`config.mk`:
```
export PLATFORM = sky130hd
export DESIGN_NAME = dsp_core
export DESIGN_NICKNAME = d
export VERILOG_FILES = /design/src/rtl/dsp_core_pkg.sv /design/src/rtl/dsp_regfile.sv /design/src/rtl/dsp_core.sv
export SDC_FILE = /design/constraint.sdc
export NUM_CORES = 1
export LEC_CHECK = 0
export CAP_MARGIN = 25
export CORE_ASPECT_RATIO = 1.5
export CORE_MARGIN = 4
export CORE_UTILIZATION = 45
export CTS_CLUSTER_DIAMETER = 200
export DETAILED_ROUTE_END_ITERATION = 16
export HOLD_SLACK_MARGIN = 0.1
export PLACE_DENSITY = 0.68
export SKIP_CTS_REPAIR_TIMING = 1
export SYNTH_ARGS = -nofsm -noshare
export SYNTH_HDL_FRONTEND = slang
export SYNTH_SLANG_ARGS = --single-unit
```
`constraint.sdc`:
```
create_clock -name clk -period 16.3 [get_ports clk]
set_clock_uncertainty 0.2 [all_clocks]
set_input_delay 2.445 -clock clk [delete_from_list [all_inputs] [get_ports clk]]
set_output_delay 2.445 -clock clk [all_outputs]
set_load 0.1 [all_outputs]
```
`src/rtl/dsp_core_pkg.sv`:
```
// Shared definitions for the DSP core, its memories and its bench:
// width defaults, instruction field positions, opcode encodings and
// TRUE/FALSE constants.
package dsp_core_pkg;

    localparam int DEF_SRAM_ADDR_LEN = 15;
    localparam int DEF_REG_WORD_LEN  = 16;
    localparam int DEF_MEM_ADDR_LEN  = 16;
    localparam int DEF_INST_WORD_LEN = 32;

    localparam int NUM_REGS = 8;

    // Instruction field positions
    localparam int OPC_LSB   = 28;
    localparam int RD_LSB    = 25;
    localparam int RS1_LSB   = 22;
    localparam int RS2_LSB   = 19;
    localparam int IMM_LEN   = 16;
    localparam int MADDR_LEN = 15;

    localparam logic TRUE  = 1'b1;
    localparam logic FALSE = 1'b0;

    typedef enum logic [3:0] {
        OP_NOP   = 4'd0,
        OP_LDI   = 4'd1,
        OP_LD1   = 4'd2,
        OP_LD2   = 4'd3,
        OP_ST2   = 4'd4,
        OP_ADD   = 4'd5,
        OP_SUB   = 4'd6,
        OP_MUL   = 4'd7,
        OP_MAC   = 4'd8,
        OP_MVA   = 4'd9,
        OP_CLA   = 4'd10,
        OP_JMP   = 4'd11,
        OP_BNZ   = 4'd12,
        OP_HALT  = 4'd13,
        OP_RES14 = 4'd14,
        OP_RES15 = 4'd15
    } opcode_t;

    typedef enum logic {
        ST_RUN  = 1'b0,
        ST_HALT = 1'b1
    } core_state_t;

endpackage

```
`src/rtl/dsp_regfile.sv`:
```
// 8-entry register file: two combinational read ports, one synchronous
// write port, cleared by the asynchronous active-low reset.
module dsp_regfile
    import dsp_core_pkg::*;
#(
    parameter int WIDTH = DEF_REG_WORD_LEN
) (
    input  logic             clk,
    input  logic             rst,
    input  logic             we,
    input  logic [2:0]       waddr,
    input  logic [WIDTH-1:0] wdata,
    input  logic [2:0]       raddr_1,
    output logic [WIDTH-1:0] rdata_1,
    input  logic [2:0]       raddr_2,
    output logic [WIDTH-1:0] rdata_2
);

    logic [WIDTH-1:0] regs [NUM_REGS];

    // Single write port; every register, r0 included, is writable
    always_ff @(posedge clk or negedge rst) begin
        if (!rst) begin
            for (int i = 0; i < NUM_REGS; i++) begin
                regs[i] <= '0;
            end
        end else if (we) begin
            regs[waddr] <= wdata;
        end
    end

    assign rdata_1 = regs[raddr_1];
    assign rdata_2 = regs[raddr_2];

endmodule

```
`src/rtl/dsp_core.sv`:
```
// Single-cycle DSP core: the instruction at PC is decoded combinationally
// and committed on the next rising edge. Optional feature macro:
// DSP_MAC_EN adds a 32-bit signed accumulator (MAC/MVA/CLA); without it
// those opcodes behave as NOP.
module dsp_core
    import dsp_core_pkg::*;
#(
    parameter int SRAM_ADDR_LEN = DEF_SRAM_ADDR_LEN,
    parameter int REG_WORD_LEN  = DEF_REG_WORD_LEN,
    parameter int MEM_ADDR_LEN  = DEF_MEM_ADDR_LEN,
    parameter int INST_WORD_LEN = DEF_INST_WORD_LEN
) (
    input  logic                     clk,
    input  logic                     rst,
    output logic [SRAM_ADDR_LEN-1:0] read_addr_1,
    input  logic [REG_WORD_LEN-1:0]  read_data_1,
    output logic [SRAM_ADDR_LEN-1:0] read_addr_2,
    input  logic [REG_WORD_LEN-1:0]  read_data_2,
    output logic [SRAM_ADDR_LEN-1:0] write_addr_2,
    output logic [REG_WORD_LEN-1:0]  write_data_2,
    output logic                     write_en_2,
    output logic [MEM_ADDR_LEN-1:0]  read_addr_i,
    input  logic [INST_WORD_LEN-1:0] read_data_i
);

    localparam int PROD_LEN = 2 * REG_WORD_LEN;

    core_state_t               state;
    logic [MEM_ADDR_LEN-1:0]   pc;
    logic [MEM_ADDR_LEN-1:0]   next_pc;

    opcode_t                   opcode;
    logic [2:0]                rd;
    logic [2:0]                rs1;
    logic [2:0]                rs2;
    logic [IMM_LEN-1:0]        imm;
    logic [SRAM_ADDR_LEN-1:0]  mem_addr;

    logic [REG_WORD_LEN-1:0]   rs1_val;
    logic [REG_WORD_LEN-1:0]   rs2_val;
    logic                      rf_we;
    logic [REG_WORD_LEN-1:0]   rf_wdata;
    logic [PROD_LEN-1:0]       product;
    logic                      running;

    assign opcode   = opcode_t'(read_data_i[OPC_LSB +: 4]);
    assign rd       = read_data_i[RD_LSB +: 3];
    assign rs1      = read_data_i[RS1_LSB +: 3];
    assign rs2      = read_data_i[RS2_LSB +: 3];
    assign imm      = read_data_i[IMM_LEN-1:0];
    assign mem_addr = SRAM_ADDR_LEN'(imm[MADDR_LEN-1:0]);
    assign running  = (state == ST_RUN);

    assign read_addr_i  = pc;
    assign read_addr_1  = mem_addr;
    assign read_addr_2  = mem_addr;
    assign write_addr_2 = mem_addr;
    assign write_data_2 = rs1_val;
    // Store strobe is gated by reset so an aborted ST2 never reaches bank II
    assign write_en_2   = (opcode == OP_ST2) && running && rst;

    // Sign-extended operands: the low PROD_LEN bits equal the signed product
    assign product = {{REG_WORD_LEN{rs1_val[REG_WORD_LEN-1]}}, rs1_val}
                   * {{REG_WORD_LEN{rs2_val[REG_WORD_LEN-1]}}, rs2_val};

    dsp_regfile #(.WIDTH(REG_WORD_LEN)) u_regfile (
        .clk     (clk),
        .rst     (rst),
        .we      (rf_we),
        .waddr   (rd),
        .wdata   (rf_wdata),
        .raddr_1 (rs1),
        .rdata_1 (rs1_val),
        .raddr_2 (rs2),
        .rdata_2 (rs2_val)
    );

`ifdef DSP_MAC_EN
    logic [PROD_LEN-1:0] acc;

    // Accumulator: MAC adds the signed product (wraps mod 2^32), CLA clears
    always_ff @(posedge clk or negedge rst) begin
        if (!rst) begin
            acc <= '0;
        end else if (running) begin
            if (opcode == OP_MAC) begin
                acc <= acc + product;
            end else if (opcode == OP_CLA) begin
                acc <= '0;
            end
        end
    end
`endif

    // Register write-back select; nothing is written once halted
    always_comb begin
        rf_we    = FALSE;
        rf_wdata = '0;
        if (running) begin
            case (opcode)
                OP_LDI: begin rf_we = TRUE; rf_wdata = REG_WORD_LEN'(imm); end
                OP_LD1: begin rf_we = TRUE; rf_wdata = read_data_1; end
                OP_LD2: begin rf_we = TRUE; rf_wdata = read_data_2; end
                OP_ADD: begin rf_we = TRUE; rf_wdata = rs1_val + rs2_val; end
                OP_SUB: begin rf_we = TRUE; rf_wdata = rs1_val - rs2_val; end
                OP_MUL: begin rf_we = TRUE; rf_wdata = product[REG_WORD_LEN-1:0]; end
`ifdef DSP_MAC_EN
                OP_MVA: begin rf_we = TRUE; rf_wdata = acc[PROD_LEN-1:REG_WORD_LEN]; end
`endif
                default: begin rf_we = FALSE; rf_wdata = '0; end
            endcase
        end
    end

    // Next PC: sequential by default, imm for taken jumps, held on HALT
    always_comb begin
        next_pc = pc + MEM_ADDR_LEN'(1);
        case (opcode)
            OP_JMP:  next_pc = MEM_ADDR_LEN'(imm);
            OP_BNZ:  if (rs1_val != '0) next_pc = MEM_ADDR_LEN'(imm);
            OP_HALT: next_pc = pc;
            default: next_pc = pc + MEM_ADDR_LEN'(1);
        endcase
    end

    // Run/halt state and PC; HALT freezes everything until reset
    always_ff @(posedge clk or negedge rst) begin
        if (!rst) begin
            state <= ST_RUN;
            pc    <= '0;
        end else if (state == ST_RUN) begin
            pc <= next_pc;
            if (opcode == OP_HALT) begin
                state <= ST_HALT;
            end
        end
    end

    // Instruction bits 18:16 carry no field
`ifdef DSP_MAC_EN
    logic unused_bits;
    assign unused_bits = &{1'b0, read_data_i[RS2_LSB-1:IMM_LEN]};
`else
    logic unused_bits;
    assign unused_bits = &{1'b0, read_data_i[RS2_LSB-1:IMM_LEN],
                           product[PROD_LEN-1:REG_WORD_LEN]};
`endif

endmodule

```
Yosys cells after proc, flatten, opt, wreduce, memory -nomap -nowiden
Index checks and enable logic that the tools add are counted.
{"block": "classes", "multipliers": 1, "reduce_logical": 6, "muxes": 17, "addsub": 3, "n_lt_le_gt_ge": 4, "n_div": 0, "n_shift": 0, "n_eq_ne": 10, "bitwise_logic": 5}
{"op": "bitwise mux 128 bit", "n": 1}
{"op": "two-way mux 16 bit", "n": 7}
{"op": "binary-select mux 16 bit (select 3 bit)", "n": 2}
{"op": "one-hot mux 16 bit (6 select lines)", "n": 1}
{"op": "demux 16 bit (select 3 bit)", "n": 1}
{"op": "one-hot mux 16 bit (3 select lines)", "n": 1}
{"op": "adder 16 x 1 -> 16 bit, second input constant", "n": 1}
{"op": "adder 16 bit", "n": 1}
{"op": "equality test 4 x 3 -> 1 bit, second input constant", "n": 4}
{"op": "multiplier 16 x 16 -> 16 bit", "n": 1}
{"op": "nonzero test 16 bit", "n": 1}
{"op": "subtractor 16 bit", "n": 1}
{"op": "equality test 4 bit, second input constant", "n": 3}
{"op": "greater-or-equal comparator 4 bit, second input constant", "n": 3}
{"op": "NOT 3 -> 4 bit", "n": 3}
{"op": "equality test 4 x 2 -> 1 bit, second input constant", "n": 2}
{"op": "OR reduction 6 bit", "n": 1}
{"op": "equality test 4 x 1 -> 1 bit, second input constant", "n": 1}
{"op": "less-than comparator 4 x 1 -> 1 bit, second input constant", "n": 1}
{"op": "two-way mux 1 bit", "n": 4}
{"op": "logical AND 1 bit", "n": 3}
{"op": "NOT 1 bit", "n": 2}
{"op": "AND reduction 2 bit", "n": 1}
{"block": "word_totals", "regBits": 145, "n_memories": 0, "out_inout_bits": 78, "mem_bits_ro": 0, "mem_bits_rw": 0, "word_cells": 56, "latchBits": 0}

Depth between registers and ports, before layout
Gate-level depths: netlist (run 1).
{"block": "depth", "ltp_word": 8, "depth_mapped": 28}

Cells and area by module
From an unflattened synthesis (run 1), not the netlist that was laid out.
{"block": "hier_totals", "hier_cells": 1303, "area_unflattened_um2": 14068.5}
{"mod": "dsp_core", "instances": 1, "area_per_inst_um2": 7068.0, "seq_area_each_um2": 425.4, "cells_per_inst": 910}
{"mod": "dsp_regfile", "instances": 1, "area_per_inst_um2": 7000.5, "seq_area_each_um2": 3203.1, "cells_per_inst": 393}

Worst setup path before layout (run 1)
Ideal clock, no wire load.
{"block": "synth_timing", "path_type": "input to register", "startpoint": "input read_data_i[24]", "endpoint": "register u_regfile.regs[111] (netlist name)", "setup_ns": 0.125, "n_path_buf": 4, "path_stages": 27, "path_slack_ns": 6.621, "arrival_time_ns": 9.354, "path_cell_list": "buf_2 -> buf_4 -> buf_4 -> buf_4 -> mux4_2 -> mux2i_2 -> inv_1 -> nand2_1 -> fa_1 -> fa_1 -> inv_1 -> ha_1 -> inv_1 -> fa_1 -> inv_1 -> fa_1 -> inv_1 -> fa_1 -> inv_1 -> ha_1 -> a21o_1 -> a31o_2 -> a41o_1 -> o41ai_1 -> xnor3_1 -> a211o_1 -> mux2_2"}
{"block": "synth_between", "elab_chain_cells": 8}
{"element": "start: declaration", "line_no": "dsp_core.sv:23", "source": "input logic [INST_WORD_LEN-1:0] read_data_i"}
{"element": "NOT 3 -> 4 bit (not written as such) *", "line_no": "dsp_regfile.sv:32", "source": "assign rdata_1 = regs[raddr_1];"}
{"element": "binary-select mux 16 bit (select 3 bit) *", "line_no": "dsp_regfile.sv:32"}
{"element": "two-way mux 16 bit (not written as such) * (2 in series)", "line_no": "dsp_regfile.sv:32"}
{"element": "via write_data_2[5]", "line_no": "dsp_core.sv:20", "source": "output logic [REG_WORD_LEN-1:0] write_data_2,"}
{"element": "multiplier 16 x 16 -> 16 bit (tied with other cells)", "line_no": "dsp_core.sv:64", "source": "* {{REG_WORD_LEN{rs2_val[REG_WORD_LEN-1]}}, rs2_val};"}
{"element": "one-hot mux 16 bit (6 select lines) *", "line_no": "dsp_core.sv:100", "source": "case (opcode)"}
{"element": "two-way mux 16 bit *", "line_no": "dsp_core.sv:99", "source": "if (running) begin"}
{"element": "bitwise mux 128 bit *", "line_no": "dsp_regfile.sv:28", "source": "regs[waddr] <= wdata;"}
{"element": "end signal: indexed assignment", "line_no": "dsp_regfile.sv:28"}
{"element": "end: declaration", "line_no": "dsp_regfile.sv:19", "source": "logic [WIDTH-1:0] regs [NUM_REGS];"}
Mark *: on every way through the listed nets, which the timed path passes. The rest lies on a longest branch. The select of a mux whose other input is x is not followed.
A chain may end at the register's enable or synchronous reset.

Worst setup path after layout (run 1)
{"block": "layout_timing", "startpoint": "input read_data_i[24]", "endpoint": "register u_regfile.regs[28] (netlist name)"}
{"block": "layout_between", "elab_chain_cells": 8}
{"element": "NOT 3 -> 4 bit (not written as such) *", "line_no": "dsp_regfile.sv:32"}
{"element": "binary-select mux 16 bit (select 3 bit) *", "line_no": "dsp_regfile.sv:32"}
{"element": "two-way mux 16 bit (not written as such) * (2 in series)", "line_no": "dsp_regfile.sv:32"}
{"element": "multiplier 16 x 16 -> 16 bit (tied with other cells)", "line_no": "dsp_core.sv:64"}
{"element": "one-hot mux 16 bit (6 select lines) *", "line_no": "dsp_core.sv:100"}
{"element": "two-way mux 16 bit *", "line_no": "dsp_core.sv:99"}
{"element": "bitwise mux 128 bit *", "line_no": "dsp_regfile.sv:28"}
Mark *: on every way between the ends. The rest lies on a longest branch, timed or not. The select of a mux whose other input is x is not followed.

==> metrics, run 1 <==
FILL cells 2,670; top_reg_cell synth dfrtp_1; initial core utilization 45.6%; Die Area 32,900 um2; n_diodes 0; worst endpoint data arrival time 10,320 ps; fin crit share 62.6%; Final GP Congestion 0.939; yosys warns 0; post-layout power 2.54 mW; Worst Slack Setup Final 6090 ps; Post-DRT Antenna Nets 0; Num CTS Buffers 17; Yosys top cell area share 26.9%; sequential fraction of the synthesis area 26.9%; Switch Pwr 1.25 mW; port bufs 140; min-delay worst type reg -> reg; Setup TNS 0 ps; status finished, final reports clean; Worst R2R Start u_regfile.regs[3]; Max IR drop VDD 0.0000806 V; largest net degree at the start of global routing 95; leading cell types by count after synthesis 162 x inv_1, 151 x nor2_1, 145 x dfrtp_1; hold slack 303 ps; clock tree sinks 145; multi-input logic area 8640 um2; switching fraction of total power 49.4%; crit path launch type primary input; number of remaining DRC errors 0; leakage power 7.15 nW; R2R Path End u_regfile.regs[28]; Clk pwr share 16.2%; RSZ-0062 raised after global routing false; Core Util, Final 52.9%; post-synth cell types 67; syn_area_per_cell 9.56 um2; Setup crit end kind flip-flop; TritonCTS clock tree done; via-per-instance ratio 5.74; Slew Limit Fails 0; Pre-Repair DR Iteration Count 6; reg2reg path depth 23; PD cells 162 nW/um2; Inst Count DP 1,875; Post-synth EDFFs 0; initial antenna violation count 0; Reg clk slew, reported paths 60 ps; most common cell in the netlist inv_1; Post-DP Area 15,000 um2; Synth area leaders dfrtp_1 27%, fa_1 12%, mux4_2 9.5%; fin area 15,700 um2; core area 29,600 um2; initial DRC count 777; H-tree levels 4; maximum operating frequency 0.0980 GHz; pre-CTS setup slack 5690 ps; WHS Path Cells 2; Slew HR 30.0%; Syn Inst Count 1,412; FP Rows 77; FF+latch count, synth 145; CTS max path bufs 2; final hold violation count 0; Overflow after GRT 0; Clock Root Buffer clkbuf_16; mapped cell area 13,500 um2; CP Max Fanout 36; internal power 1.28 mW; Post-Layout Cell Count 1,907; Clock Latency Late Sink 440 ps; WL/cell 20.8 um; DIE HEIGHT 220 um; power share of the combinational group 62.8%; Die Width 149 um; Reg2Reg Setup Slack 8670 ps; vias 10,938; critical path required time 16,410 ps; share of cells above drive strength 1 13.8%; hold_sp u_regfile.regs[70]; WS Path Type in -> reg; Sequential Power Share 21.0%; Total Wirelength 39,600 um; Syn-to-layout area delta 16.0%; fraction of registers with async set/reset 100%; vias in the first global route 11,430; IO Count 144; Yosys top cell by area dfrtp_1; final period demand of the worst path 10,210 ps; Setup Viol. Count Final 0; Post-Syn Nets 1,637; placed wire-length estimate 29,800 um; GRT Overall Usage 24.6%; Hold EP u_regfile.regs[70]; Reg area 3630 um2; Nets 1,726; global-route wire length before repair 61,900 um; Max-Cap Viols 0; Worst-Margin Slew 1050 ps
==> registers in the layout, indices dropped and copies added (netlist names) <==
| register | count |
|---|---|
| u_regfile.regs | 128 |
| read_addr_i | 16 |
| state | 1 |
==> worst max-delay path: stages <==
cell and delay (ps):
buf_2 780, mux2_2 410, o22ai_1 180, a221o_1 540
inv_1 350, and2_1 260, fa_1 540, ha_1 150
inv_1 50, fa_1 470, fa_1 540, inv_1 50
fa_1 470, inv_1 50, fa_1 470, inv_1 50
ha_1 350, and2_1 200, a31o_2 210, a41oi_1 240
nor2b_1 210, xor2_1 310, o221ai_1 510, mux2_2 460
==> power groups by stage <==
stage | combinational, mW | sequential [mW] | clock [mW]
after floorplan | 1.02 | 0.650 | 0
after global placement | 1.56 | 0.528 | 0
after detailed placement | 1.58 | 0.536 | 0
after CTS | 1.59 | 0.530 | 0.414
after global routing | 1.74 | 0.545 | 0.431
final | 1.59 | 0.532 | 0.410
==> cells in the final DEF (no fill, tap or decap), drive strengths merged, types with 5 or more instances in the layout <==
master / Yosys / final
a22oi: 13 / 13
ha: 79 / 79
buf: 66 / 39
a21o: 7 / 7
nor3: 12 / 12
nor2b: 14 / 14
clkbuf: 39 / 21
o21ai: 76 / 76
nor2: 152 / 152
a31oi: 5 / 5
a21oi: 106 / 106
fa: 80 / 80
a22o: 6 / 6
mux4: 59 / 59
and3: 5 / 5
mux2: 53 / 53
xor2: 21 / 21
clkdlybuf4s50: 0 / 136
xnor2: 39 / 39
dfrtp: 145 / 145
o22ai: 5 / 5
nand2b: 8 / 8
nand4: 5 / 5
nand3: 17 / 17
mux2i: 32 / 32
or2: 13 / 13
nand2: 134 / 134
inv: 163 / 164
==> layer usage <==
layer | vias to the layer above | GRT usage (%) | part of all wire [%]
met5 | - | 0 | 0
met4 | 0 | 14.5 | 6.3
met3 | 139 | 3.31 | 4.7
met2 | 382 | 44.8 | 53
met1 | 5473 | 27.0 | 36
li1 | 4944 | - | -
==> worst max-delay path by stage <==
| stage | start | to | slack [ps] | depth (start not counted) |
|---|---|---|---|---|
| after detailed placement | read_data_i[24] | u_regfile.regs[28] | 5690 | 24 |
| after floorplan | read_data_i[24] | u_regfile.regs[111] | 6620 | 27 |
| final | read_data_i[24] | u_regfile.regs[28] | 6090 | 24 |
| after global placement | read_data_i[24] | u_regfile.regs[124] | 5690 | 24 |
| after CTS | read_data_i[24] | u_regfile.regs[28] | 6130 | 24 |
| after global routing | read_data_i[24] | u_regfile.regs[92] | 5900 | 24 |
==> final cells by class <==
cell class	count	area share (%)
Clock buffer	21	2.88
Clock inverter	9	0.999
Inverter	163	3.91
Multi-Input combinational cell	999	55.2
Sequential cell	145	23.2
Tap cell	395	3.16
Timing Repair Buffer	175	10.7
==> cells by family after synthesis <==
kind of cell / share of synthesized area, %
xor gates and xnor gates: 4.28
adders and majority gates: 19.2
buffers and inverters: 9.38
DFF: 26.9
and+or+nand+nor: 12.1
muxes: 17.1
AOI/OAI and AO/OA: 11.1
(Power assumes the default switching activity.)
==> run 2, diff against run 1 <==
==> constraint.sdc (replaced) <==
create_clock -name clk -period 10.05 [get_ports clk]
set_clock_uncertainty 0.2 [all_clocks]
set_input_delay 1.5075 -clock clk [delete_from_list [all_inputs] [get_ports clk]]
set_output_delay 1.5075 -clock clk [all_outputs]
set_load 0.1 [all_outputs]
==> run 2 against run 1 <==
Hold slack worse by 6.3 ps. Utilization is 0.52 points higher. Sequential power rose by 62%. Clock power increased by 62%. Sequential cell count unchanged. Total power grew 63%. Register-to-register slack worse by 6200 ps. Critical endpoint is now u_regfile.regs[79]. Largest cell class unchanged. Largest power group unchanged.
==> metrics, run 2 (synthesis results as in run 1) <==
number of remaining DRC errors 0 (unchanged); H-tree levels 4 (unchanged); via-per-instance ratio 5.60 (was 5.74); Die Width 149 um (unchanged); Clock Root Buffer clkbuf_16 (unchanged); Die Area 32,900 um2 (unchanged); Setup crit end kind flip-flop (unchanged); placed wire-length estimate 30,000 um (was 29,800 um); WS Path Type in -> reg (unchanged); RSZ-0062 raised after global routing false (unchanged); Pre-Repair DR Iteration Count 5 (was 6); core area 29,600 um2 (unchanged); Slew HR 30.7% (was 30.0%); Top reg by flops u_regfile.regs (unchanged); n_diodes 0 (unchanged); global-route wire length before repair 62,300 um (was 61,900 um); Reg clk slew, reported paths 60 ps (about the same); vias in the first global route 11,137 (was 11,430); PD cells 262 nW/um2 (was 162 nW/um2); initial DRC count 828 (was 777); TritonCTS clock tree done (unchanged); Overflow after GRT 0 (unchanged); Slew Limit Fails 0 (unchanged); port bufs 140 (unchanged); Syn-to-layout area delta 17.1% (was 16.0%); final period demand of the worst path 9130 ps; Worst-Margin Slew 1040 ps (was 1050 ps); WL/cell 20.6 um (was 20.8 um); IO Count 144 (unchanged); GRT busiest layer met2 (unchanged); Core Util, Final 53.5% (was 52.9%); Setup TNS 0 ps (unchanged); FP Rows 77 (unchanged); final hold violation count 0 (unchanged); Clock Latency Late Sink 440 ps (about the same); initial antenna violation count 0 (unchanged); vias 10,796 (was 10,938); most common cell after layout, fill and taps aside inv_1 (unchanged); Final GP Congestion 0.942 (was 0.939); largest net degree at the start of global routing 79 (was 95); Num CTS Buffers 17 (unchanged); min-delay worst type reg -> reg (unchanged); DIE HEIGHT 220 um (unchanged); fin crit share 90.8%; max reg flops 128 (unchanged); initial core utilization 45.6% (unchanged); FILL cells 2,686 (was 2,670); Max-Cap Viols 0 (unchanged); share of cells above drive strength 1 15.1% (was 13.8%); maximum operating frequency 0.110 GHz; clock tree sinks 145 (unchanged); critical path required time 10,170 ps (was 16,410 ps); leakage power 7.25 nW (was 7.15 nW); Total Wirelength 39,600 um (about the same); CTS max path bufs 2 (unchanged); post-layout power 4.14 mW (was 2.54 mW); CP Max Fanout 9 (was 36); GRT Overall Usage 24.8% (was 24.6%); Max IR drop VDD 0.000113 V (was 0.0000806 V); Post-DRT Antenna Nets 0 (unchanged); grt met1 use 28.2% (was 27.0%); Setup Viol. Count Final 0 (unchanged); Nets 1,744 (was 1,726); met2 global-route usage 45.8% (was 44.8%); multi-input logic area 8640 um2 (unchanged); commonest non-fill, non-tap cells in the layout 162 x inv_1, 150 x nor2_1, 145 x dfrtp_1, 136 x clkdlybuf4s50_1, 134 x nand2_1 (unchanged); crit path launch type primary input (unchanged); met3 Resource Use GR 3.52% (was 3.31%); Reg area 3630 um2 (unchanged); worst endpoint data arrival time 9250 ps (was 10,320 ps); status finished, final reports clean (unchanged)
==> run 2: cell types whose count changed in the layout (fill, tap and decap cells not counted), sizes merged <==
cell      change
clkinvlp      -1
buf          +18
clkbuf        -1
bufinv        -1
clkinv        +5
==> run 2: critical path, stage by stage <==
cell,delay (ps)
clkdlybuf4s50_1,870
mux4_2,580
mux2i_1,180
buf_4,200
inv_1,190
nand2_1,130
fa_1,450
fa_1,460
fa_1,510
fa_1,540
inv_1,50
fa_1,470
inv_1,50
fa_1,510
inv_1,60
ha_1,330
and2_1,190
o21a_1,160
a41o_1,220
o41ai_1,470
xnor3_1,360
a211o_1,430
mux2_2,300
==> run 2: routing by layer <==
layer | vias up | wire, um
met5 | - | 0
met4 | 0 | 1910
met3 | 107 | 1930
met2 | 352 | 21200
met1 | 5370 | 14600
li1 | 4967 | -
==> run 2: metrics by stage <==
step | std cells | area (um2) | setup WS, ps | hold slack (ps)
floorplan | 1412 | 13500 | 1310 | 258
global placement | 1893 | 15200 | 543 | 274
detailed placement | 1893 | 15200 | 470 | 287
CTS | 1925 | 15800 | 934 | 300
global route | 1927 | 15800 | 585 | 322
finish | 1927 | 15800 | 921 | 297
==> run 2: final timing paths <==
| check | start | end | slack (ps) | cells after the start |
|---|---|---|---|---|
| worst max-delay path | read_data_i[22] | u_regfile.regs[79] | 920 | 23 |
| worst min-delay path | u_regfile.regs[5] | u_regfile.regs[5] | 300 | 2 |
| worst max register to register | u_regfile.regs[121] | u_regfile.regs[79] | 2490 | 21 |
| worst min register to register | u_regfile.regs[5] | u_regfile.regs[5] | 300 | 2 |
| max in group asynchronous | rst | u_regfile.regs[35] | 7750 | 3 |
| min in group asynchronous | rst | u_regfile.regs[32] | 870 | 1 |
==> run 2: power by group <==
group | internal [mW] | leakage, nW | switching (mW)
registers | 0.734 | 1.87 | 0.128
clock network | 0.410 | 0.302 | 0.256
logic | 0.947 | 5.08 | 1.66
total | 2.09 | 7.25 | 2.05
==> run 2: area by class of cell <==
class	count	share of cell area, %
Multi-Input combinational cell	999	54.6
Sequential cell	145	22.9
Timing Repair Buffer	193	11.5
Inverter	163	3.87
Tap cell	395	3.13
Clock buffer	20	2.95
Clock inverter	12	0.981
==> run 3, diff against run 2 <==
--- a/config.mk
+++ b/config.mk
@@ -5,15 +5,17 @@
 export SDC_FILE = /design/constraint.sdc
 export NUM_CORES = 1
 export LEC_CHECK = 0
-export CAP_MARGIN = 25
+export ABC_AREA = 1
+export CAP_MARGIN = 30
 export CORE_ASPECT_RATIO = 1.5
 export CORE_MARGIN = 4
 export CORE_UTILIZATION = 45
 export CTS_CLUSTER_DIAMETER = 200
 export DETAILED_ROUTE_END_ITERATION = 16
 export HOLD_SLACK_MARGIN = 0.1
-export PLACE_DENSITY = 0.68
+export PLACE_DENSITY = 0.67
 export SKIP_CTS_REPAIR_TIMING = 1
+export SLEW_MARGIN = 30
 export SYNTH_ARGS = -nofsm -noshare
 export SYNTH_HDL_FRONTEND = slang
 export SYNTH_SLANG_ARGS = --single-unit
==> run 3 against run 2 <==
Design area grew 9.5%. Utilization shrank 1.9 points. Sequential share of layout area shrank 2.0 points. Die area grew 13%. Worst setup slack gained 380 ps.
==> metrics, run 3 <==
IO Count 144 (unchanged); Slew HR 31.6% (was 30.7%); port bufs 140 (unchanged); clock tree sinks 145 (unchanged); status finished, final reports clean (unchanged); Setup TNS 0 ps (unchanged); Setup Viol. Count Final 0 (unchanged); max reg flops 128 (unchanged); Final GP Congestion 0.961 (was 0.942); via-per-instance ratio 5.42 (was 5.60); largest net degree at the start of global routing 58 (was 79); leading cell types by count after synthesis 659 x nand2_1, 431 x inv_1, 186 x nand3_1 (was 162 x inv_1, 151 x nor2_1, 145 x dfrtp_1); met2 global-route usage 47.8% (was 45.8%); CP max-delay cell a31oi_1 (was clkdlybuf4s50_1); GRT Overall Usage 27.2% (was 24.8%); WL/cell 18.2 um (was 20.6 um); Clock Latency Late Sink 450 ps (was 440 ps); Post-Syn Nets 2,539 (was 1,637); DIE HEIGHT 234 um (was 220 um); vias 15,222 (was 10,796); Total Wirelength 51,200 um (was 39,600 um); WHS Path Cells 2 (unchanged); Nets 2,601 (was 1,744); sequential fraction of the synthesis area 23.6% (was 26.9%); worst endpoint data arrival time 8930 ps (was 9250 ps); Syn Inst Count 2,314 (was 1,412); crit path launch type primary input (unchanged); final period demand of the worst path 8740 ps (was 9130 ps); Slew Limit Fails 0 (unchanged); WS Path Type in -> reg (unchanged); Num CTS Buffers 17 (unchanged); family with the most delay on the worst path adder cells (unchanged); Yosys top cell by area dfrtp_1 (unchanged); max incr delay on CP 800 ps (was 870 ps); top_reg_cell synth dfrtp_1 (unchanged); CTS max path bufs 2 (unchanged); most common cell after layout, fill and taps aside nand2_1 (was inv_1); CP bufs+invs 7 (was 6); Core Util, Final 51.6% (was 53.5%); global-route wire length before repair 79,600 um (was 62,300 um); CP Max Fanout 38 (was 9); Yosys top cell area share 23.6% (was 26.9%); critical path depth in cells 29 (was 23); FP Rows 82 (was 77); Clock Root Buffer clkbuf_16 (unchanged); Worst-Margin Slew 1020 ps (was 1040 ps); met3 Resource Use GR 4.94% (was 3.52%); FILL cells 3,336 (was 2,686); vias in the first global route 14,899 (was 11,137); Synth area leaders dfrtp_1 24%, nand2_1 16%, inv_1 11% (was dfrtp_1 27%, fa_1 12%, mux4_2 9.5%); RSZ-0062 raised after global routing false (unchanged); Post-synth EDFFs 0 (unchanged); Die Width 159 um (was 149 um); H-tree levels 4 (unchanged); fraction of registers with async set/reset 100% (unchanged); Pre-Repair DR Iteration Count 8 (was 5); FF+latch count, synth 145 (unchanged); number of remaining DRC errors 0 (unchanged); Max-Cap Viols 0 (unchanged); grt met1 use 30.8% (was 28.2%); TritonCTS clock tree done (unchanged); initial DRC count 1,379 (was 828); Die Area 37,300 um2 (was 32,900 um2); most common cell in the netlist nand2_1 (was inv_1); critical path required time 10,240 ps (was 10,170 ps); Top reg by flops u_regfile.regs (unchanged); Setup crit end kind flip-flop (unchanged); final hold violation count 0 (unchanged); syn_area_per_cell 6.65 um2 (was 9.56 um2); commonest non-fill, non-tap cells in the layout 659 x nand2_1, 431 x inv_1, 186 x nand3_1, 178 x nor2_1, 145 x dfrtp_1 (was 162 x inv_1, 150 x nor2_1, 145 x dfrtp_1, 136 x clkdlybuf4s50_1, 134 x nand2_1); Reg area 3630 um2 (unchanged); yosys warns 0 (unchanged); Reg clk slew, reported paths 70 ps (was 60 ps); share of cells above drive strength 1 5.65% (was 15.1%); n_diodes 0 (unchanged); reg2reg path depth 30 (was 21); multi-input logic area 9220 um2 (was 8640 um2); core area 33,500 um2 (was 29,600 um2); post-synth cell types 54 (was 67); Overflow after GRT 0 (unchanged); GRT busiest layer met2 (unchanged); placed wire-length estimate 38,300 um (was 30,000 um); mapped cell area 15,400 um2 (was 13,500 um2); initial core utilization 45.9% (was 45.6%); initial antenna violation count 0 (unchanged); fin crit share 87.0% (was 90.8%); Post-DRT Antenna Nets 0 (unchanged); Syn-to-layout area delta 12.5% (was 17.1%); min-delay worst type reg -> reg (unchanged); maximum operating frequency 0.114 GHz (was 0.110 GHz)
-- run 3: changes by cell type in the layout (fill, tap and decap cells not counted), moves of 28 or more --
cell,delta
nand2_1,+525
inv_1,+269
o21ai_0,+54
mux4_2,-57
mux2_2,-49
nand3_1,+169
xnor2_1,-28
nor2_1,+28
-- run 3: final cells by class --
type	count	share of cell area [%]
clock buffers	18	2.54
repair buffers	175	9.64
well taps	420	3.04
clock inverters	14	0.824
inverters	448	9.74
multi-input cells	1589	53.3
flip-flops and latches	145	21.0
-- run 3: logic make-up (layout without fill, tap and decap cells) --
kind of cell | after synthesis | count (layout) | share of synthesized area [%]
xor gates and xnor gates | 28 | 28 | 1.59
and+or+nand+nor | 1094 | 1094 | 29.7
adders and majority gates | 159 | 159 | 16.8
AOI/OAI and AO/OA | 303 | 303 | 11.4
muxes | 5 | 5 | 0.325
buffers and inverters | 580 | 655 | 16.6
DFF | 145 | 145 | 23.6
-- run 3: worst paths after layout --
kind	startpoint	endpoint	slack (ps)
min in group asynchronous	rst	u_regfile.regs[115]	780
worst max-delay path	read_data_i[20]	u_regfile.regs[125]	1310
worst max register to register	u_regfile.regs[84]	u_regfile.regs[125]	2890
worst min register to register	u_regfile.regs[62]	u_regfile.regs[62]	310
worst min-delay path	u_regfile.regs[62]	u_regfile.regs[62]	310
max in group asynchronous	rst	u_regfile.regs[78]	7730
-- run 3: tightest hold or removal path: stages (launching register included) --
cell and delay [ps]:
dfrtp_1 360, nand2_1 60, o21ai_0 60
-- run 3: metal layers --
layer	share of wire [%]	vias to the layer above	wire length, um
li1	-	7229	-
met1	37	7120	19000
met2	49	670	25100
met3	7.2	203	3710
met4	6.6	0	3400
met5	0	-	0
-- run 3: per-stage QoR --
step | area (um2) | setup slack [ps] | hold slack [ps] | std cells
floorplan | 15400 | 2240 | 270 | 2314
global placement | 16700 | 1000 | 288 | 2777
CTS | 17300 | 1440 | 307 | 2809
finish | 17300 | 1310 | 311 | 2809
detailed placement | 16700 | 985 | 293 | 2777
global route | 17300 | 899 | 334 | 2809
Power of run 3 is not shown: default switching activity piles up to over one toggle a cycle in this logic, so the estimate is an artifact.
